`config.mk`:
```
export PLATFORM = sky130hd
export DESIGN_NAME = ram_bist_ctrl
export DESIGN_NICKNAME = d
export VERILOG_FILES = /design/src/rtl/ram_bist_ctrl.sv
export SDC_FILE = /design/constraint.sdc
export NUM_CORES = 1
export LEC_CHECK = 0
export ABC_CLOCK_PERIOD_IN_PS = 2940
export BUFFER_PORTS_ARGS = -buffer_cell sky130_fd_sc_hd__buf_2
export CORE_MARGIN = 2
export CORE_UTILIZATION = 47
export DETAILED_ROUTE_END_ITERATION = 12
export PLACE_DENSITY = 0.81
export SLEW_MARGIN = 5
export SYNTH_ARGS = -nofsm -noshare
export SYNTH_HDL_FRONTEND = slang
export SYNTH_SLANG_ARGS = --single-unit
```
`constraint.sdc`:
```
create_clock -name Clk -period 2.94 [get_ports Clk]
set_input_delay 0.147 -clock Clk [delete_from_list [all_inputs] [get_ports Clk]]
set_output_delay 0.147 -clock Clk [all_outputs]
set_load 0.01 [all_outputs]
```
`src/rtl/ram_bist_ctrl.sv`:
```
// ram_bist_ctrl: power-on self-test initiator for the DataRAM port.
// Writes pattern(a) = a*STEP + SEED over 0..LAST_ADDR, reads it back and
// reports pass/fail, a saturating mismatch count and the first failing address.
module ram_bist_ctrl #(
  parameter int unsigned N         = 5,
  parameter int unsigned M         = 32,
  parameter int unsigned LAST_ADDR = 2**N - 1,
  parameter int unsigned STEP      = 4,
  parameter int unsigned SEED      = 0
) (
  input  logic         Clk,
  input  logic         Reset,
  input  logic         Start,
  output logic [N-1:0] Addr,
  output logic [M-1:0] DataIn,
  output logic         MemWR,
  input  logic [M-1:0] DataOut,
  output logic         Busy,
  output logic         Done,
  output logic         Pass,
  output logic [N:0]   ErrCount,
  output logic [N-1:0] FailAddr
);

  localparam int unsigned ERR_W = N + 1;
  localparam logic [N-1:0] LAST = N'(LAST_ADDR);

  typedef enum logic [1:0] {
    IDLE  = 2'd0,
    WRITE = 2'd1,
    READ  = 2'd2,
    DONE  = 2'd3
  } stateT;

  stateT state, stateNext;

  logic [N-1:0]     cnt, cntNext;
  logic [M-1:0]     dataInNext;
  logic [ERR_W-1:0] errNext;
  logic [N-1:0]     failNext;
  logic             firstFail, firstNext;
  logic             memWrNext, busyNext, doneNext, passNext;
  logic             atLast, mismatch;

  // Test pattern in M-bit arithmetic with the address zero-extended.
  function automatic logic [M-1:0] pattern(input logic [N-1:0] a);
    return M'(a) * M'(STEP) + M'(SEED);
  endfunction

  assign Addr     = cnt;
  assign atLast   = (cnt == LAST);
  assign mismatch = (DataOut != pattern(cnt));

  // State register.
  always_ff @(posedge Clk or posedge Reset) begin
    if (Reset) state <= IDLE;
    else       state <= stateNext;
  end

  // Next-state logic; Start only matters in IDLE and DONE.
  always_comb begin
    stateNext = state;
    case (state)
      IDLE:    if (Start)  stateNext = WRITE;
      WRITE:   if (atLast) stateNext = READ;
      READ:    if (atLast) stateNext = DONE;
      DONE:    if (Start)  stateNext = WRITE;
      default: stateNext = IDLE;
    endcase
  end

  // Next values for the counter, result registers and the RAM-facing outputs.
  always_comb begin
    cntNext    = cnt;
    dataInNext = DataIn;
    errNext    = ErrCount;
    failNext   = FailAddr;
    firstNext  = firstFail;
    case (state)
      IDLE, DONE: begin
        if (Start) begin
          cntNext   = '0;
          errNext   = '0;
          failNext  = '0;
          firstNext = 1'b0;
        end
      end
      WRITE: cntNext = atLast ? '0 : cnt + N'(1);
      READ: begin
        if (mismatch) begin
          if (ErrCount != '1) errNext = ErrCount + ERR_W'(1);
          if (!firstFail) begin
            failNext  = cnt;
            firstNext = 1'b1;
          end
        end
        cntNext = atLast ? cnt : cnt + N'(1);
      end
      default: ;
    endcase
    if (stateNext == WRITE) dataInNext = pattern(cntNext);
    memWrNext = (stateNext == WRITE);
    busyNext  = (stateNext == WRITE) || (stateNext == READ);
    doneNext  = (stateNext == DONE);
    passNext  = doneNext && (errNext == '0);
  end

  // Output and datapath registers; MemWR is a flop so it cannot glitch.
  always_ff @(posedge Clk or posedge Reset) begin
    if (Reset) begin
      cnt       <= '0;
      DataIn    <= '0;
      MemWR     <= 1'b0;
      Busy      <= 1'b0;
      Done      <= 1'b0;
      Pass      <= 1'b0;
      ErrCount  <= '0;
      FailAddr  <= '0;
      firstFail <= 1'b0;
    end else begin
      cnt       <= cntNext;
      DataIn    <= dataInNext;
      MemWR     <= memWrNext;
      Busy      <= busyNext;
      Done      <= doneNext;
      Pass      <= passNext;
      ErrCount  <= errNext;
      FailAddr  <= failNext;
      firstFail <= firstNext;
    end
  end

endmodule
```
* Yosys cells after proc, flatten, opt, wreduce, memory -nomap -nowiden
Cells that the tools add are included.
** Word-level totals
- Output and inout bits :: 52
- Input bits :: 35
- Register bits :: 28
- Latch bits :: 0
- Memories :: 0
- RAM bits :: 0
- Word-level logic and storage cells :: 51
- Memory bits (read-only) :: 0
** Operators by class
- Order comparisons :: 0
- Reductions and logical operators :: 8
- Div/mod/pow operators :: 0
- Add/sub/neg operators :: 2
- Muxes and demuxes :: 19
- Equality and inequality tests :: 12
- Multipliers :: 0
- Shifts and indexed selects :: 0
- Bitwise operators :: 0
** Operators with widths (number)
- $ne 32x7->1 :: 1
- $mux 5 :: 6
- $mux 6 :: 3
- $pmux 5 s3 :: 1
- $pmux 6 s2 :: 1
- $pmux 5 s2 :: 1
- $eq 2x2->1 const B :: 4
- $add 6x1->6 const B :: 1
- $logic_not 6->1 :: 1
- $mux 2 :: 3
- $ne 6x6->1 const B :: 1
- $pmux 2 s3 :: 1
- $add 5x1->5 const B :: 1
- $eq 5x5->1 const B :: 1
- $eq 2x1->1 const B :: 2
- $ne 2x2->1 const B :: 2
- $reduce_and 4->1 :: 1
- $reduce_and 3->1 :: 1
- $logic_not 2->1 :: 1
- $mux 1 :: 2
- $ne 2x1->1 const B :: 1
- $pmux 1 s2 :: 1
- $reduce_bool 2->1 :: 1
- $reduce_or 2->1 :: 1
- other kinds (2) :: 2

* Longest topological paths before layout
- Depth after elaboration :: 6
- Depth in mapped cells :: 12
- Gate-level depth less buffers :: 12

* Least setup slack after synthesis
Ideal clock, no wire load.
- Path type :: register to register
- Start :: register state[0]
- End :: register Pass
- Setup slack :: 0.641 ns
- Stages on the path, launching flop included :: 10
- Library setup time :: 0.100 ns
- Data required time :: 2.840 ns
- Arrival :: 2.199 ns
- Cell sequence :: dfrtp_1 > inv_1 > ha_1 > nor2b_1 > or2_2 > buf_6 > nor2_1 > a31oi_1 > a222oi_1 > nor4bb_1
** Between the ends
- Word-level cells in the longest chain between the ends :: 5
- Elaborated cells on any way between the ends :: 13
- Classes of those cells :: eq/ne: 4; mux: 5; reduce/logical: 4
** RTL lines
- start: declaration :: line 35 : stateT state, stateNext;
- start signal: assignment :: line 57 : else state <= stateNext;
- $eq 2x2->1 or $logic_not 2->1 (tied branches) :: line 63, 79
- $reduce_or 2->1 (no source line)
- $pmux 6 s2 or $pmux 2 s3 (tied branches) :: line 79, 63
- $logic_not 6->1 or $eq 2x2->1 (tied branches) :: line 105, 104
- $logic_and 1x1->1 * :: line 105 : passNext = doneNext && (errNext == '0);
- named net passNext :: line 42 : logic memWrNext, busyNext, doneNext, passNext;
- end signal: assignment :: line 126 : Pass <= passNext;
- end: declaration :: line 20 : output logic Pass,
Mark *: on every way through the listed nets, which the timed path passes. The rest lies on a longest branch.
A chain may end at the register's enable or synchronous reset.

* Final worst setup path
Same ends and word-level chain as after synthesis.

==> impl_table.tex <==
\begin{tabular}{lr}
\hline
Metric & Value \\
\hline
\multicolumn{2}{l}{\textbf{Final layout}} \\
Count of inserted antenna diode cells & 0 \\
Layout cell share with drive strength beyond 1 & around 32\% \\
Most used cells in the layout excluding fill and tap cells & 59 x sky130\_fd\_sc\_hd\_\_buf\_2, 28 x sky130\_fd\_sc\_hd\_\_dfrtp\_1, 27 x sky130\_fd\_sc\_hd\_\_conb\_1 \\
Final core utilization & a little under three fifths \\
Post-synthesis to final-layout area growth & 14.9\% \\
Most common cell after layout, fill and taps aside & sky130\_fd\_sc\_hd\_\_buf\_2 \\
Design area & 2110 um2 \\
Total number of nets in the final design & 294 \\
\multicolumn{2}{l}{\textbf{Pwr}} \\
Share of power burned in the clock network & 16.2\% \\
Ratio of total power to cell area & between 600 and 700 nW/um2 \\
Switching power share of the total & between 40\% and 50\% \\
Net switching power & slightly below 600 uW \\
Int Pwr & 854 uW \\
Seq pwr share & 35.3\% \\
Static Leakage & 1.11 nW \\
Part of the total power dissipated in combinational logic & between 40\% and 50\% \\
Worst ir drop on vdd & 570 uV \\
\multicolumn{2}{l}{\textbf{Timing}} \\
Final number of setup-violating endpoints & 0 \\
Worst hold margin & about 0.10 ns \\
Final clock skew & 0.00301 ns \\
Period utilisation layout & approximately 89\% \\
Total count of max-transition violations in the final report & 0 \\
Fmax & 0.380 GHz \\
Number of hold violations in the final report & 0 \\
Worst max-slew margin expressed relative to the limit & roughly a third \\
TNS Setup & 0 ns \\
Unrepaired setup endpoints after global routing & false \\
Post-layout min period & approximately 2.6 ns \\
Actual slew at the worst max-slew pin & 1.02 ns \\
\multicolumn{2}{l}{\textbf{Run}} \\
Number of max-capacitance violations reported & 0 \\
\multicolumn{2}{l}{\textbf{CTS}} \\
CTS resizes & 0 \\
H-tree depth & 1 \\
Number of CTS-inserted buffers & 3 \\
Clock Tree Buf Depth & 2 \\
Clock insertion delay at the later pin of the skew report & between 0.2 and 0.3 ns \\
Clock slew seen by the registers of the worst setup and hold paths & 0.09 ns \\
TritonCTS clock tree & yes \\
Clock root buffer & sky130\_fd\_sc\_hd\_\_clkbuf\_8 \\
Clk sink count & 28 \\
Post-CTS Setup Inserts & 0 \\
CTS hold repair buffers & 0 \\
\multicolumn{2}{l}{\textbf{GRT}} \\
Global-route wire length before repair & approximately 6400 um \\
Antenna violations before repair & 0 \\
Tot GR Track Use & 18.8\% \\
Grt ovf & 0 \\
Via count of the first global-routing pass & roughly 1400 \\
Pin count of the biggest net entering global routing & 29 \\
\multicolumn{2}{l}{\textbf{Synthesis}} \\
Post-synthesis cell count & roughly 190 \\
Complex-gate fraction of the synthesized area & a little under a fifth \\
Portion of the post-synthesis area used by sequential elements & a little under two fifths \\
Parity-gate share of the synthesized area counting xor and xnor cells & 2.38\% \\
Number of flops mapped to enable cells by yosys & 0 \\
Post-synth cell types & 45 \\
Main flop type after synthesis & sky130\_fd\_sc\_hd\_\_dfrtp\_1 \\
Avg Cell Area, Syn & roughly 9.6 um2 \\
Area share of and/or/nand/nor cells after synthesis & between 10\% and 20\% \\
Post-synthesis cell area & around 1800 um2 \\
Syn. warnings & 0 \\
Async SR Flop Fraction & between 90\% and 100\% \\
Post-synthesis mux area share & between 3 and 4\% \\
Combinational family with the most area after synthesis & compound AO/OA/AOI/OAI gates \\
Flops \& latches, synth & 28 \\
Adder and majority cell fraction of the synthesized area & approximately 6.1\% \\
\multicolumn{2}{l}{\textbf{Setup path}} \\
Arrival time at the worst endpoint & 2.79 ns \\
Highest-delay cell along the critical path & sky130\_fd\_sc\_hd\_\_dfrtp\_1 \\
Endpoint class of the critical path & flip-flop \\
Kind of critical path & reg -> reg \\
Max incr delay on CP & $\sim$0.40 ns \\
Buffer and inverter count on the worst path & 1 \\
Crit-path leading delay family & simple AND/OR/NAND/NOR gates \\
Largest fanout of any net on the critical path & 9 \\
Chain of cells forming the critical path & inv\_1 -> ha\_1 -> nor2b\_1 -> or2\_2 -> nor2\_1 -> a31oi\_1 -> a222oi\_1 -> nor4bb\_1 \\
Kind of launch point of the worst setup path & flip-flop \\
Worst EP required & between 3 and 4 ns \\
\multicolumn{2}{l}{\textbf{Floorplanning}} \\
Standard-cell row count & 22 \\
Die span in y & roughly 67 um \\
Starting Density & between 40 and 50\% \\
Die Width & about 67 um \\
Floorplan Core Area & between 3000 and 4000 um2 \\
Boundary Pins & 87 \\
Floorplan die area & around 4400 um2 \\
\multicolumn{2}{l}{\textbf{Drt}} \\
Via count normalized by instance count & between 5 and 6 \\
Drt first-iter violations & 120 \\
Post-DR wirelength/cell & 13.1 um \\
Antenna-violating nets left & 0 \\
Wire length reported by the detailed router & slightly below 4000 um \\
Number of remaining DRC errors & 0 \\
TritonRoute pass-1 iters & 4 \\
Via count & roughly 1500 \\
\multicolumn{2}{l}{\textbf{Placement}} \\
Routability congestion estimate & just over 0.9 \\
Post-detailed-placement half-perimeter wirelength & 2960 um \\
Port Buf Inserts & 59 \\
Post-DP Area & 2060 um2 \\
\multicolumn{2}{l}{\textbf{Hold path}} \\
Classification of the worst-slack hold path & in -> async \\
\multicolumn{2}{l}{\textbf{Run status}} \\
Outcome & complete, no violations \\
\hline
\end{tabular}
==> registers in the layout, summed over array words and instances, names as in the netlist <==
signal,cells
DataIn,5
FailAddr,5
Pass,1
Busy,1
ErrCount,6
Addr,5
MemWR,1
firstFail,1
state,2
Done,1
==> area by class of cell <==
type / instances / area (um2)
clock buffers: 4 / 55.1
well taps: 48 / 60.1
fillers: 354 / 1600
repair buffers: 60 / 303
multi-input cells: 143 / 941
inverters: 14 / 52.6
flip-flops and latches: 28 / 701
==> power groups by stage <==
| stage | registers, mW | logic [mW] | clock network, mW |
|---|---|---|---|
| after detailed placement | 0.520 | 0.690 | 0 |
| after floorplan | 0.541 | 0.528 | 0 |
| final | 0.512 | 0.702 | 0.236 |
| after global placement | 0.518 | 0.672 | 0 |
| after CTS | 0.515 | 0.697 | 0.245 |
| after global routing | 0.523 | 0.787 | 0.259 |
==> cells by family after synthesis <==
family / count (synthesis)
AOI/OAI and AO/OA: 47
xor gates and xnor gates: 5
adders and majority gates: 9
buffers and inverters: 47
DFF: 28
muxes: 6
other: 1
and+or+nand+nor: 49
==> through the flow <==
step,power [mW],worst slack [ns],cells
CTS,1.46,0.366,297
floorplan,1.07,0.641,218
global placement,1.19,0.513,293
global route,1.57,0.111,297
finish,1.45,0.311,297
detailed placement,1.21,0.434,293
==> Yosys cell counts, types with 3 or more instances <==
| cell | instances | share of area (%) |
|---|---|---|
| sky130_fd_sc_hd__nand4_1 | 3 | 1.0 |
| sky130_fd_sc_hd__xnor2_1 | 5 | 2.4 |
| sky130_fd_sc_hd__dfrtp_1 | 28 | 38 |
| sky130_fd_sc_hd__a31o_2 | 4 | 1.9 |
| sky130_fd_sc_hd__mux2_2 | 5 | 3.1 |
| sky130_fd_sc_hd__ha_1 | 9 | 6.1 |
| sky130_fd_sc_hd__nand2_1 | 9 | 1.8 |
| sky130_fd_sc_hd__a22o_1 | 10 | 4.8 |
| sky130_fd_sc_hd__a31oi_1 | 3 | 1.0 |
| sky130_fd_sc_hd__a21oi_1 | 6 | 1.6 |
| sky130_fd_sc_hd__nor4_1 | 4 | 1.4 |
| sky130_fd_sc_hd__nor3_1 | 3 | 0.82 |
| sky130_fd_sc_hd__nor2_1 | 9 | 1.8 |
| sky130_fd_sc_hd__clkbuf_1 | 3 | 0.61 |
| sky130_fd_sc_hd__inv_1 | 14 | 2.9 |
| sky130_fd_sc_hd__nand3_1 | 3 | 0.82 |
| sky130_fd_sc_hd__buf_4 | 27 | 11 |
| sky130_fd_sc_hd__o21ai_0 | 10 | 2.7 |
==> layer usage <==
metal	global-route usage [%]	vias to the layer above	wire length [um]
met1	24.0	723	1720
met5	0	-	0
met4	7.14	0	41
met3	2.87	6	221
li1	-	752	-
met2	31.8	67	1910
==> worst paths after layout <==
check                           startpoint          end  slack, ns  cells past startpoint
worst max-delay path              state[0]         Pass       0.31                      8
worst min-delay path                 Reset         Busy       0.10                      2
worst max register to register    state[0]         Pass       0.31                      8
worst min register to register   DataIn[2]    DataIn[2]       0.51                      1
max in group asynchronous            Reset  FailAddr[2]       2.22                      2
min in group Clk                     Start      Addr[0]       0.13                      2
Power figures use the tool's default switching activity.
